**src/rtl/cpu_cache_pkg.sv**
```systemverilog
// Shared definitions for the snooping MSI cache: bus message layout,
// line coherence encodings and controller state encodings.
package cpu_cache_pkg;

    localparam int LINES  = 4;
    localparam int ADDR_W = 3;
    localparam int DATA_W = 4;
    localparam int MSG_W  = 13;

    localparam int MSG_WB       = 12;
    localparam int MSG_MISS     = 11;
    localparam int MSG_SNOOP    = 10;
    localparam int MSG_INV      = 9;
    localparam int MSG_FILL     = 8;
    localparam int MSG_PEER     = 7;
    localparam int MSG_ADDR_LSB = 4;

    typedef enum logic [1:0] {
        MSI_I = 2'b00,
        MSI_S = 2'b01,
        MSI_M = 2'b10
    } msi_e;

    typedef enum logic [2:0] {
        ST_IDLE   = 3'd0,
        ST_LOOKUP = 3'd1,
        ST_WB     = 3'd2,
        ST_MISS   = 3'd3,
        ST_DONE   = 3'd4
    } state_e;

    // Address and data fields of a message; flag bits are OR'd in by the caller.
    function automatic logic [MSG_W-1:0] pack_msg(input logic [ADDR_W-1:0] addr,
                                                   input logic [DATA_W-1:0] data);
        logic [MSG_W-1:0] m;
        m = '0;
        m[MSG_ADDR_LSB +: ADDR_W] = addr;
        m[DATA_W-1:0] = data;
        return m;
    endfunction

endpackage

```
**src/rtl/cpu_cache.sv**
```systemverilog
// Four-line direct-mapped MSI cache controller with snoop handling on a
// single 13-bit message bus.
module cpu_cache
    import cpu_cache_pkg::*;
(
    input  logic              clock,
    input  logic              reset,
    input  logic              execute_instruction,
    input  logic              instruction,
    input  logic [ADDR_W-1:0] address,
    input  logic [DATA_W-1:0] data_in,
    output logic [DATA_W-1:0] data_out,
    output logic              done,
    input  logic [MSG_W-1:0]  bus_in,
    output logic [MSG_W-1:0]  bus_out
);

    state_e            state_q, state_d;
    logic              instr_q;
    logic [ADDR_W-1:0] addr_q;
    logic [DATA_W-1:0] wdata_q;
    logic [DATA_W-1:0] dout_q, dout_d;
    logic [MSG_W-1:0]  bus_q, bus_d;

    msi_e              st_q   [0:LINES-1];
    msi_e              st_d   [0:LINES-1];
    msi_e              st_snp [0:LINES-1];
    logic              tag_q  [0:LINES-1];
    logic              tag_d  [0:LINES-1];
    logic [DATA_W-1:0] dat_q  [0:LINES-1];
    logic [DATA_W-1:0] dat_d  [0:LINES-1];

    logic       snp_vld, snp_hit, snp_sup;
    logic [1:0] snp_idx;
    logic [1:0] idx;
    logic       hit, victim_m, fill_ok, inv_emit;
    logic       bus_unused;

    assign bus_unused = ^{bus_in[MSG_WB], bus_in[MSG_MISS], bus_in[MSG_PEER]};

    assign snp_vld = bus_in[MSG_SNOOP] & ~bus_in[MSG_FILL];
    assign snp_idx = bus_in[MSG_ADDR_LSB +: 2];
    assign snp_hit = snp_vld && (st_q[snp_idx] != MSI_I)
                     && (tag_q[snp_idx] == bus_in[MSG_ADDR_LSB+2]);
    assign snp_sup = snp_hit && (st_q[snp_idx] == MSI_M);

    // The snoop is applied first so a same-cycle lookup sees the downgraded line.
    always_comb begin
        st_snp = st_q;
        if (snp_hit) begin
            st_snp[snp_idx] = bus_in[MSG_INV] ? MSI_I : MSI_S;
        end
    end

    assign idx      = addr_q[1:0];
    assign hit      = (st_snp[idx] != MSI_I) && (tag_q[idx] == addr_q[2]);
    assign victim_m = (st_snp[idx] == MSI_M);
    assign fill_ok  = bus_in[MSG_FILL] && (bus_in[MSG_ADDR_LSB +: ADDR_W] == addr_q);

    always_ff @(posedge clock) begin
        if (reset) begin
            state_q <= ST_IDLE;
        end else begin
            state_q <= state_d;
        end
    end

    always_comb begin
        state_d = state_q;
        case (state_q)
            ST_IDLE:   if (execute_instruction) state_d = ST_LOOKUP;
            ST_LOOKUP: begin
                if (hit)           state_d = ST_DONE;
                else if (victim_m) state_d = ST_WB;
                else               state_d = ST_MISS;
            end
            ST_WB:     if (bus_in[MSG_FILL]) state_d = ST_MISS;
            ST_MISS:   if (fill_ok) state_d = ST_DONE;
            ST_DONE:   state_d = ST_IDLE;
            default:   state_d = ST_IDLE;
        endcase
    end

    always_comb begin
        done = (state_q == ST_DONE);
    end

    always_comb begin
        st_d     = st_snp;
        tag_d    = tag_q;
        dat_d    = dat_q;
        dout_d   = dout_q;
        inv_emit = 1'b0;
        case (state_q)
            ST_LOOKUP: begin
                if (hit) begin
                    if (instr_q) begin
                        inv_emit   = (st_snp[idx] == MSI_S);
                        st_d[idx]  = MSI_M;
                        dat_d[idx] = wdata_q;
                        dout_d     = wdata_q;
                    end else begin
                        dout_d = dat_q[idx];
                    end
                end
            end
            ST_WB: begin
                if (bus_in[MSG_FILL]) st_d[idx] = MSI_I;
            end
            ST_MISS: begin
                if (fill_ok) begin
                    tag_d[idx] = addr_q[2];
                    if (instr_q) begin
                        st_d[idx]  = MSI_M;
                        dat_d[idx] = wdata_q;
                        dout_d     = wdata_q;
                    end else begin
                        st_d[idx]  = MSI_S;
                        dat_d[idx] = bus_in[DATA_W-1:0];
                        dout_d     = bus_in[DATA_W-1:0];
                    end
                end
            end
            default: ;
        endcase
    end

    // Outgoing message follows the state being entered; a peer data supply wins.
    always_comb begin
        bus_d = '0;
        if (snp_sup) begin
            bus_d = pack_msg(bus_in[MSG_ADDR_LSB +: ADDR_W], dat_q[snp_idx]);
            bus_d[MSG_PEER] = 1'b1;
            bus_d[MSG_WB]   = 1'b1;
        end else if (state_d == ST_WB) begin
            bus_d = pack_msg({tag_q[idx], idx}, dat_q[idx]);
            bus_d[MSG_WB] = 1'b1;
        end else if (state_d == ST_MISS) begin
            bus_d = pack_msg(addr_q, '0);
            bus_d[MSG_MISS]  = 1'b1;
            bus_d[MSG_SNOOP] = 1'b1;
            bus_d[MSG_INV]   = instr_q;
        end else if (inv_emit) begin
            bus_d = pack_msg(addr_q, wdata_q);
            bus_d[MSG_SNOOP] = 1'b1;
            bus_d[MSG_INV]   = 1'b1;
        end
    end

    always_ff @(posedge clock) begin
        if (reset) begin
            for (int i = 0; i < LINES; i++) begin
                st_q[i]  <= MSI_I;
                tag_q[i] <= 1'b0;
                dat_q[i] <= '0;
            end
            instr_q <= 1'b0;
            addr_q  <= '0;
            wdata_q <= '0;
            dout_q  <= '0;
            bus_q   <= '0;
        end else begin
            st_q   <= st_d;
            tag_q  <= tag_d;
            dat_q  <= dat_d;
            dout_q <= dout_d;
            bus_q  <= bus_d;
            if (state_q == ST_IDLE && execute_instruction) begin
                instr_q <= instruction;
                addr_q  <= address;
                wdata_q <= data_in;
            end
        end
    end

    assign data_out = dout_q;
    assign bus_out  = bus_q;

endmodule

```
**config.mk**
```make
export PLATFORM = sky130hd
export DESIGN_NAME = cpu_cache
export DESIGN_NICKNAME = d
export VERILOG_FILES = /design/src/rtl/cpu_cache_pkg.sv /design/src/rtl/cpu_cache.sv
export SDC_FILE = /design/constraint.sdc
export NUM_CORES = 1
export LEC_CHECK = 0
export ABC_AREA = 1
export CAP_MARGIN = 40
export CORE_UTILIZATION = 30
export DETAILED_ROUTE_END_ITERATION = 16
export DONT_BUFFER_PORTS = 1
export SETUP_SLACK_MARGIN = 0.4
export SLEW_MARGIN = 30
export SYNTH_ARGS = -nofsm -noshare
export SYNTH_HDL_FRONTEND = slang
export SYNTH_SLANG_ARGS = --single-unit
```
**constraint.sdc**
```tcl
create_clock -name clock -period 5.15 [get_ports clock]
set_input_delay 1.03 -clock clock [delete_from_list [all_inputs] [get_ports clock]]
set_output_delay 1.03 -clock clock [all_outputs]
set_load 0.01 [all_outputs]
```
==> impl_summary.txt, run 1 <==
----------------------------------------------------
[Critical path]
  Length in cells of the worst reg-to-reg path ... 11
  Highest fanout seen on the critical path ... 16
  End of the worst register-to-register path ... dat_q[4]$_SDFFE_PP0P_
  Critical path start-end classification ... in2reg
  Critical path data required time ... 5400 ps
  Arrival time of the worst setup path ... 3490 ps
  Worst Setup End Kind ... register
  Reg-to-reg startpoint ... addr_q[0]$_SDFFE_PP0P_
  Worst setup path startpoint ... bus_in[4]
  Crit start category ... input port
  R2r setup slk ... 2030 ps

[Yosys]
  Portion of netlist area occupied by mux cells ... 0%
  Top cells by area in the synthesized netlist ... dfxtp_1 30%, nand2_1 14%, o21ai_0 11%
  Largest family of logic cells by synthesized area ... simple AND/OR/NAND/NOR gates
  Seq cells post-synth ... 55
  Xor and xnor area share after synthesis ... 0.443%
  Post-synthesis net count ... 616
  Fraction of the mapped netlist area in simple logic gates ... 32.8%
  Number of library cell types mapped by synthesis ... 33
  Post-synthesis area per instance ... 6.20 µm²
  Number of instances in the synthesized netlist ... 592
  Yosys warnings ... 0
  Cell taking the most area after synthesis ... dfxtp_1
  Compound-gate portion of the synthesized area ... 26.1%
  Adder-cell share of the synthesized area ... 0%
  Combined area of all synthesized cells ... 0.00367 mm²
  Register area share after synthesis ... 30.0%
  Yosys top cell area share ... 30.0%

[Clocking]
  Post CTS Setup Buffer Count ... 0
  Cts hold-fix bufs ... 0
  Clock root buffer master ... clkbuf_16
  Insertion delay of the later-clocked pin in the worst-skew pair ... 310 ps
  Number of buffers inserted during clock tree synthesis ... 5
  CTS sink cnt ... 55
  Number of gates resized after cts ... 0
  Clock transition at the register clock pins on the worst setup and hold paths after CTS ... 80 ps
  Maximum root-to-sink buffer count ... 2
  CTS tree ... done
  Number of H-tree levels ... 2

[Floorplanning]
  Number of placed I/O pins ... 42
  Height of the die ... 113 µm
  Row count ... 40
  Effective utilization at floorplan ... 30.7%
  Die outline area ... 0.0127 mm²
  Core Footprint ... 0.0120 mm²
  DIE WIDTH ... 113 µm

[Power]
  Relative contribution of sequential cells to total power ... 31.8%
  Leakage power of the design ... 0.00178 µW
  Part of the power in the clock network ... 21.0%
  Sw Pwr ... 934 µW
  Pint ... 1020 µW
  Worst supply voltage drop on vdd ... 0.201 mV
  Power Density ... 492 mW/mm²
  Switching power as a share of total power ... 47.7%
  Logic pwr share ... 47.2%

[Hold path]
  Hold_sp ... tag_q[2]$_SDFFE_PP0P_
  Endpoint, Worst Hold ... tag_q[2]$_SDFFE_PP0P_
  Hold crit path type ... reg2reg
  Instance count along the most critical hold path ... 2

[GRT]
  Wire length of the first global-routing pass ... 19100 µm
  Maximum number of pins on one net before global-route repair ... 31
  Overall Global Routing Usage ... 18.9%
  Global-route track usage on met1 ... 24.4%
  Number of antenna violations at the first check in global routing ... 0
  GR peak layer ... met2
  Global-route congestion overflow total ... 0
  Met2 demand-to-capacity share in global routing ... 31.6%
  Global-route met3 utilization ... 3.08%
  Number of global-route vias before repair ... 3843

[STA]
  Unrepaired setup endpoints after global routing ... false
  Final setup violation count ... 0
  Time the final worst path needs with I/O delays and setup ... 3240 ps
  Slew headroom ... 45.1%
  Period utilisation layout ... 62.9%
  Total negative slack ... 0 ps
  Final Slew Violations ... 0
  Worst clock skew ... 13.1 ps
  Worst slew pin tran ... 820 ps
  Maximum frequency from static timing analysis ... 309 MHz
  Final count of hold timing violations ... 0
  Worst hold-check slack ... 525 ps
  Worst Slack Setup Final ... 1910 ps

[Place]
  Worst Setup Slack post-DPL ... 1640 ps
  Port bufs ... 0
  GPL Wtd Cong ... 0.890
  Placed insts ... 721
  Dpl hpwl ... 8670 µm
  Placed standard-cell area ... 0.00379 mm²

[Cells and area]
  Layout cells sized above 1 ... 6.51%
  NumNets Final ... 607
  Diodes inserted ... 0
  Sequential cell area in the final layout ... 0.00110 mm²
  Final cell count without fillers ... 731
  Fill cell total of the finished layout ... 1314
  Area of the multi-input gates ... 0.00218 mm²
  Cell area after layout ... 0.00398 mm²
  Area delta synth->final ... 8.45%

[Outcome]
  Outcome ... finished clean

[Detailed routing]
  Remaining number of nets flagged by the antenna check after routing ... 0
  Violation count after the first detailed-routing iteration ... 464
  Residual DRC count ... 0
  WL final ... 11900 µm
  Routed wire length per instance ... 16.2 µm
  Total number of vias ... 4002
  DRT Pass-1 Iters ... 5
  Via-to-Cell Ratio ... 5.47

[Job]
  MaxCap Viol Count ... 0

----------------------------------------------------
-- through the flow --
| stage | utilization [%] | total power (µW) |
|---|---|---|
| 2_1_floorplan | - | 1300 |
| 3_3_place_gp | 31.7 | 1500 |
| 6_report | 33.3 | 1960 |
| 4_1_cts | 33.1 | 1940 |
| 5_1_grt | 33.3 | 2090 |
| 3_5_place_dp | 31.7 | 1520 |
-- cell usage after synthesis --
library cell  instances
a21oi_1              43
a21oi_4               1
a221oi_1              4
a22oi_1               6
a311oi_1              4
buf_2                 4
buf_4                 3
clkbuf_1             16
clkinv_1              1
conb_1                1
dfxtp_1              55
inv_1                72
inv_2                 3
nand2_1             140
nand2_2               4
nand2_4               2
nand3_1              35
nand3_2               2
nand3_4               4
nand3b_1              6
nand4_1               1
nor2_1               68
nor2_2                4
nor3_1                5
nor3_2                1
o211ai_1              9
o21ai_0              78
o21ai_1               1
o21bai_4              1
o221ai_1              8
o22ai_1               8
o311ai_0              1
xor2_2                1
-- power groups by stage --
| stage | clock, µW | sequential [µW] | combinational, µW |
|---|---|---|---|
| finish | 412 | 622 | 924 |
| global route | 434 | 634 | 1030 |
| CTS | 418 | 630 | 888 |
| detailed placement | 0 | 640 | 884 |
| global placement | 0 | 638 | 863 |
| floorplan | 0 | 599 | 699 |
-- how the worst max path moves through the flow --
stage	cells past startpoint	to
floorplan	17	dat_q[0]$_SDFFE_PP0P_
global placement	16	dat_q[2]$_SDFFE_PP0P_
detailed placement	13	bus_out[4]$_SDFF_PP0_
CTS	13	bus_out[4]$_SDFF_PP0_
global route	17	dat_q[5]$_SDFFE_PP0P_
finish	17	dat_q[4]$_SDFFE_PP0P_
-- placed cells by master (no fill, tap or decap), drive strengths merged, types with 4 or more instances in the layout --
cell type and instances:
o21ai 79, a311oi 4, nor3 6, a21oi 44
a22oi 6, nand3b 6, inv 77, clkbuf 5
o221ai 8, nand2 146, o22ai 8, o211ai 9
buf 7, dfxtp 55, nor2 72, nand3 41
a221oi 4
-- final cells by class --
class,count,share of cell area [%]
clock buffer,5,3.14
clock inverter,3,1.26
inverter,76,7.17
multi-input combinational,438,54.8
sequential,55,27.7
tap,147,4.62
timing repair buffer,7,1.35
-- routing by layer --
| layer | vias to the layer above | wire (µm) |
|---|---|---|
| li1 | 1946 | - |
| met1 | 1867 | 5200 |
| met2 | 162 | 5530 |
| met3 | 27 | 885 |
| met4 | 0 | 260 |
| met5 | - | 0 |
-- kinds of logic after synthesis --
| family | Yosys count |
|---|---|
| other cells | 1 |
| buf+inv | 99 |
| xor+xnor | 1 |
| flops | 55 |
| compound gates | 164 |
| simple gates | 272 |
-- sequential cells by signal, summed over array words and instances, names as in the netlist --
register / flops
instr_q: 1
wdata_q: 4
bus_out: 12
tag_q: 4
data_out: 4
dat_q: 16
st_q: 8
state_q: 3
addr_q: 3
-- worst max-delay path, cell delays in order --
cell and delay, ps:
nor2_2 360, nand2_2 70, nand2_1 110, nor2_2 60, a21oi_4 260, nand3_1 140
nand3_1 110, nand2_1 100, inv_2 60, nand2_2 70, nand2_4 70, nand2_4 130
o21bai_4 440, nand3_4 210, nand2_1 110, nand2_1 60, nor2_1 90
No activity file was read; power rests on OpenSTA's default activity.
==> inputs of run 2 (changes only) <==
==> constraint.sdc (replaced) <==
create_clock -name clock -period 2.65 [get_ports clock]
set_input_delay 0.53 -clock clock [delete_from_list [all_inputs] [get_ports clock]]
set_output_delay 0.53 -clock clock [all_outputs]
set_load 0.01 [all_outputs]
==> run 2 against run 1 <==
Count of clock-buffer cells in the layout stayed put. Sequential power is 96% higher. Final cell count rose by 3.4%. Worst setup slack worse by 1500 ps. Power rose by 110%. Hold slack lost 240 ps. Die area unchanged. Register-to-register slack got worse by 1600 ps. Critical path depth is 1 higher. Global-route usage fell by 0.089 points. Critical path type is now reg2reg. Critical endpoint is now data_out[0]$_SDFFE_PP0P_. Largest cell class unchanged. Highest routed layer unchanged.
==> impl_summary.txt, run 2 (synthesis gave the netlist of run 1 again) <==
----------------------------------------------------
[Outcome]
  Outcome ... finished clean

[STA]
  Worst hold-check slack ... 288 ps (-237 ps)
  Worst clock skew ... 11.9 ps (-1.22 ps)
  Worst slew pin tran ... 607 ps (-213 ps)
  Total negative slack ... 0 ps (unchanged)
  Unrepaired setup endpoints after global routing ... true
  Slew headroom ... 59.4% (+14 points)
  Final count of hold timing violations ... 0 (unchanged)
  Final Slew Violations ... 0 (unchanged)
  Final setup violation count ... 0 (unchanged)
  Time the final worst path needs with I/O delays and setup ... 2200 ps
  Period utilisation layout ... 83.1%
  Maximum frequency from static timing analysis ... 454 MHz

[Floorplanning]
  DIE WIDTH ... 113 µm (unchanged)
  Die outline area ... 0.0127 mm² (unchanged)
  Row count ... 40 (unchanged)
  Effective utilization at floorplan ... 30.7% (unchanged)
  Number of placed I/O pins ... 42 (unchanged)
  Core Footprint ... 0.0120 mm² (unchanged)
  Height of the die ... 113 µm (unchanged)

[Power]
  Worst supply voltage drop on vdd ... 0.483 mV (+140%)
  Leakage power of the design ... 0.00196 µW (+9.7%)
  Sw Pwr ... 1940 µW (+110%)
  Power Density ... 910 mW/mm² (+85%)
  Overall power after layout ... 4030 µW (+110%)
  Logic pwr share ... 51.8% (+4.6 points)
  Pint ... 2100 µW (+100%)
  Switching power as a share of total power ... 48.0% (+0.30 points)
  Relative contribution of sequential cells to total power ... 30.3% (-1.5 points)
  Part of the power in the clock network ... 17.9% (-3.1 points)

[Detailed routing]
  DRT Pass-1 Iters ... 5 (unchanged)
  Violation count after the first detailed-routing iteration ... 316 (-32%)
  Total number of vias ... 4077 (+1.9%)
  Via-to-Cell Ratio ... 5.39 (-1.5%)
  Routed wire length per instance ... 16.4 µm (+0.83%)
  WL final ... 12400 µm (+4.3%)
  Remaining number of nets flagged by the antenna check after routing ... 0 (unchanged)
  Residual DRC count ... 0 (unchanged)

[Cells and area]
  Area delta synth->final ... 20.8%
  Top library cells by usage in the layout, fill and taps aside ... 117 x nand2_1, 75 x o21ai_0, 68 x inv_1
  Diodes inserted ... 0 (unchanged)
  Register with the most flip-flops ... dat_q
  Layout cells sized above 1 ... 19.7% (+13 points)
  Largest register FFs ... 16 (unchanged)
  Leading cell type in the layout, fill and taps excluded ... nand2_1
  Fill cell total of the finished layout ... 1262 (-4.0%)
  NumNets Final ... 632 (+4.1%)

[GRT]
  Global-route track usage on met1 ... 25.5% (+1.1 points)
  Global-route congestion overflow total ... 0 (unchanged)
  GR peak layer ... met2
  Number of global-route vias before repair ... 3653 (-4.9%)
  Number of antenna violations at the first check in global routing ... 0 (unchanged)
  Wire length of the first global-routing pass ... 18900 µm (-1.4%)
  Overall Global Routing Usage ... 18.8% (-0.089 points)
  Maximum number of pins on one net before global-route repair ... 31 (unchanged)
  Met2 demand-to-capacity share in global routing ... 30.7% (-0.82 points)
  Global-route met3 utilization ... 3.02% (-0.054 points)

[Clocking]
  Clock root buffer master ... clkbuf_16
  Insertion delay of the later-clocked pin in the worst-skew pair ... 310 ps (about the same)
  CTS sink cnt ... 55 (unchanged)
  Cts hold-fix bufs ... 0 (unchanged)
  Maximum root-to-sink buffer count ... 2 (unchanged)
  Number of H-tree levels ... 2 (unchanged)
  CTS tree ... done
  Number of buffers inserted during clock tree synthesis ... 5 (unchanged)
  Clock transition at the register clock pins on the worst setup and hold paths after CTS ... 80 ps (about the same)

[Critical path]
  Reg-to-reg startpoint ... tag_q[1]$_SDFFE_PP0P_
  Crit-path cells ... nand2_1 > nand2_1 > nand2_2 > nand3_2 > nand2_8 > nand3_4 > nand2_2 > nand3_2 > nand2_2 > inv_2 > nand2_4 > nand2_4 > nand2_4 > o21bai_4 > buf_12 > buf_4 > o21ai_0 > nor2_1
  Crit start category ... register
  Largest stage delay on the critical path ... 330 ps (-110 ps)
  Worst setup path startpoint ... tag_q[1]$_SDFFE_PP0P_
  Arrival time of the worst setup path ... 2400 ps (-1090 ps)
  Critical path data required time ... 2850 ps (-2550 ps)
  Critical path start-end classification ... reg2reg
  Worst path buffer plus inverter count ... 3 (+2)
  Worst Setup End Kind ... register
  Highest fanout seen on the critical path ... 7 (-9)
  Master of the slowest instance on the critical path ... dfxtp_2
  Kind of cell adding the most delay to the critical path ... simple AND/OR/NAND/NOR gates

[Hold path]
  Hold_sp ... reset
  Hold crit path type ... in2reg

[Place]
  Dpl hpwl ... 8810 µm (+1.6%)
  Port bufs ... 0 (unchanged)
  GPL Wtd Cong ... 0.882 (-0.99%)

[Job]
  MaxCap Viol Count ... 0 (unchanged)

----------------------------------------------------
## run 2: cell count changes in the layout (fill, tap and decap cells not counted), sizes merged
cell,previous run,this run
buf,7,30
bufinv,1,0
clkinv,1,3
inv,77,76
nand2,146,148
## run 2: area by class of cell
cell class	instances	area [µm²]	share of cell area [%]
inverter	76	295	6.66
sequential	55	1120	25.2
multi-input combinational	440	2420	54.5
clock buffer	5	125	2.82
clock inverter	3	33.8	0.762
tap	147	184	4.15
timing repair buffer	30	262	5.90
## run 2: worst register-to-register path, stage by stage, from the launching register on
cell and delay, ps:
dfxtp_2 330, nand2_1 60, nand2_1 60, nand2_2 90, nand3_2 160, nand2_8 150
nand3_4 130, nand2_2 110, nand3_2 70, nand2_2 100, inv_2 50, nand2_4 70
nand2_4 60, nand2_4 90, o21bai_4 80, buf_12 150, buf_4 140, o21ai_0 140
nor2_1 50
## run 2: power by group through the flow
stage               clock (µW)  combinational [µW]  sequential (µW)
floorplan                    0                1390             1170
global placement             0                1810             1220
detailed placement           0                1850             1220
CTS                        726                1910             1210
global route               751                2320             1240
finish                     721                2090             1220
## run 2: per-layer routing
metal | vias to the layer above | wire [µm]
met1 | 1883 | 5490
met4 | 0 | 308
met3 | 30 | 865
met2 | 163 | 5720
met5 | - | 0
li1 | 2001 | -
## run 2: worst paths after layout
check,end,slack [ps],depth (start not counted)
max,data_out[0]$_SDFFE_PP0P_,450,18
min,bus_out[12]$_SDFF_PP0_,290,1
max reg2reg,data_out[0]$_SDFFE_PP0P_,450,18
min reg2reg,state_q[0]$_SDFF_PP0_,520,1
## run 2: through the flow
step	utilization (%)	setup WS [ps]	cells	instance area, µm²
after floorplan	-	303	592	3760
after global placement	33.3	88.1	736	3990
after detailed placement	33.3	34.5	736	3990
after CTS	35.2	407	749	4210
after global routing	37.1	298	756	4430
final	37.1	447	756	4430
## run 2: what timing repair did
item                       4_1_cts  5_1_grt
gates resized for setup          4       60
setup buffers                    5        5
pin swaps                        2       18
gates cloned                     0        2
setup endpoints to repair       26       40
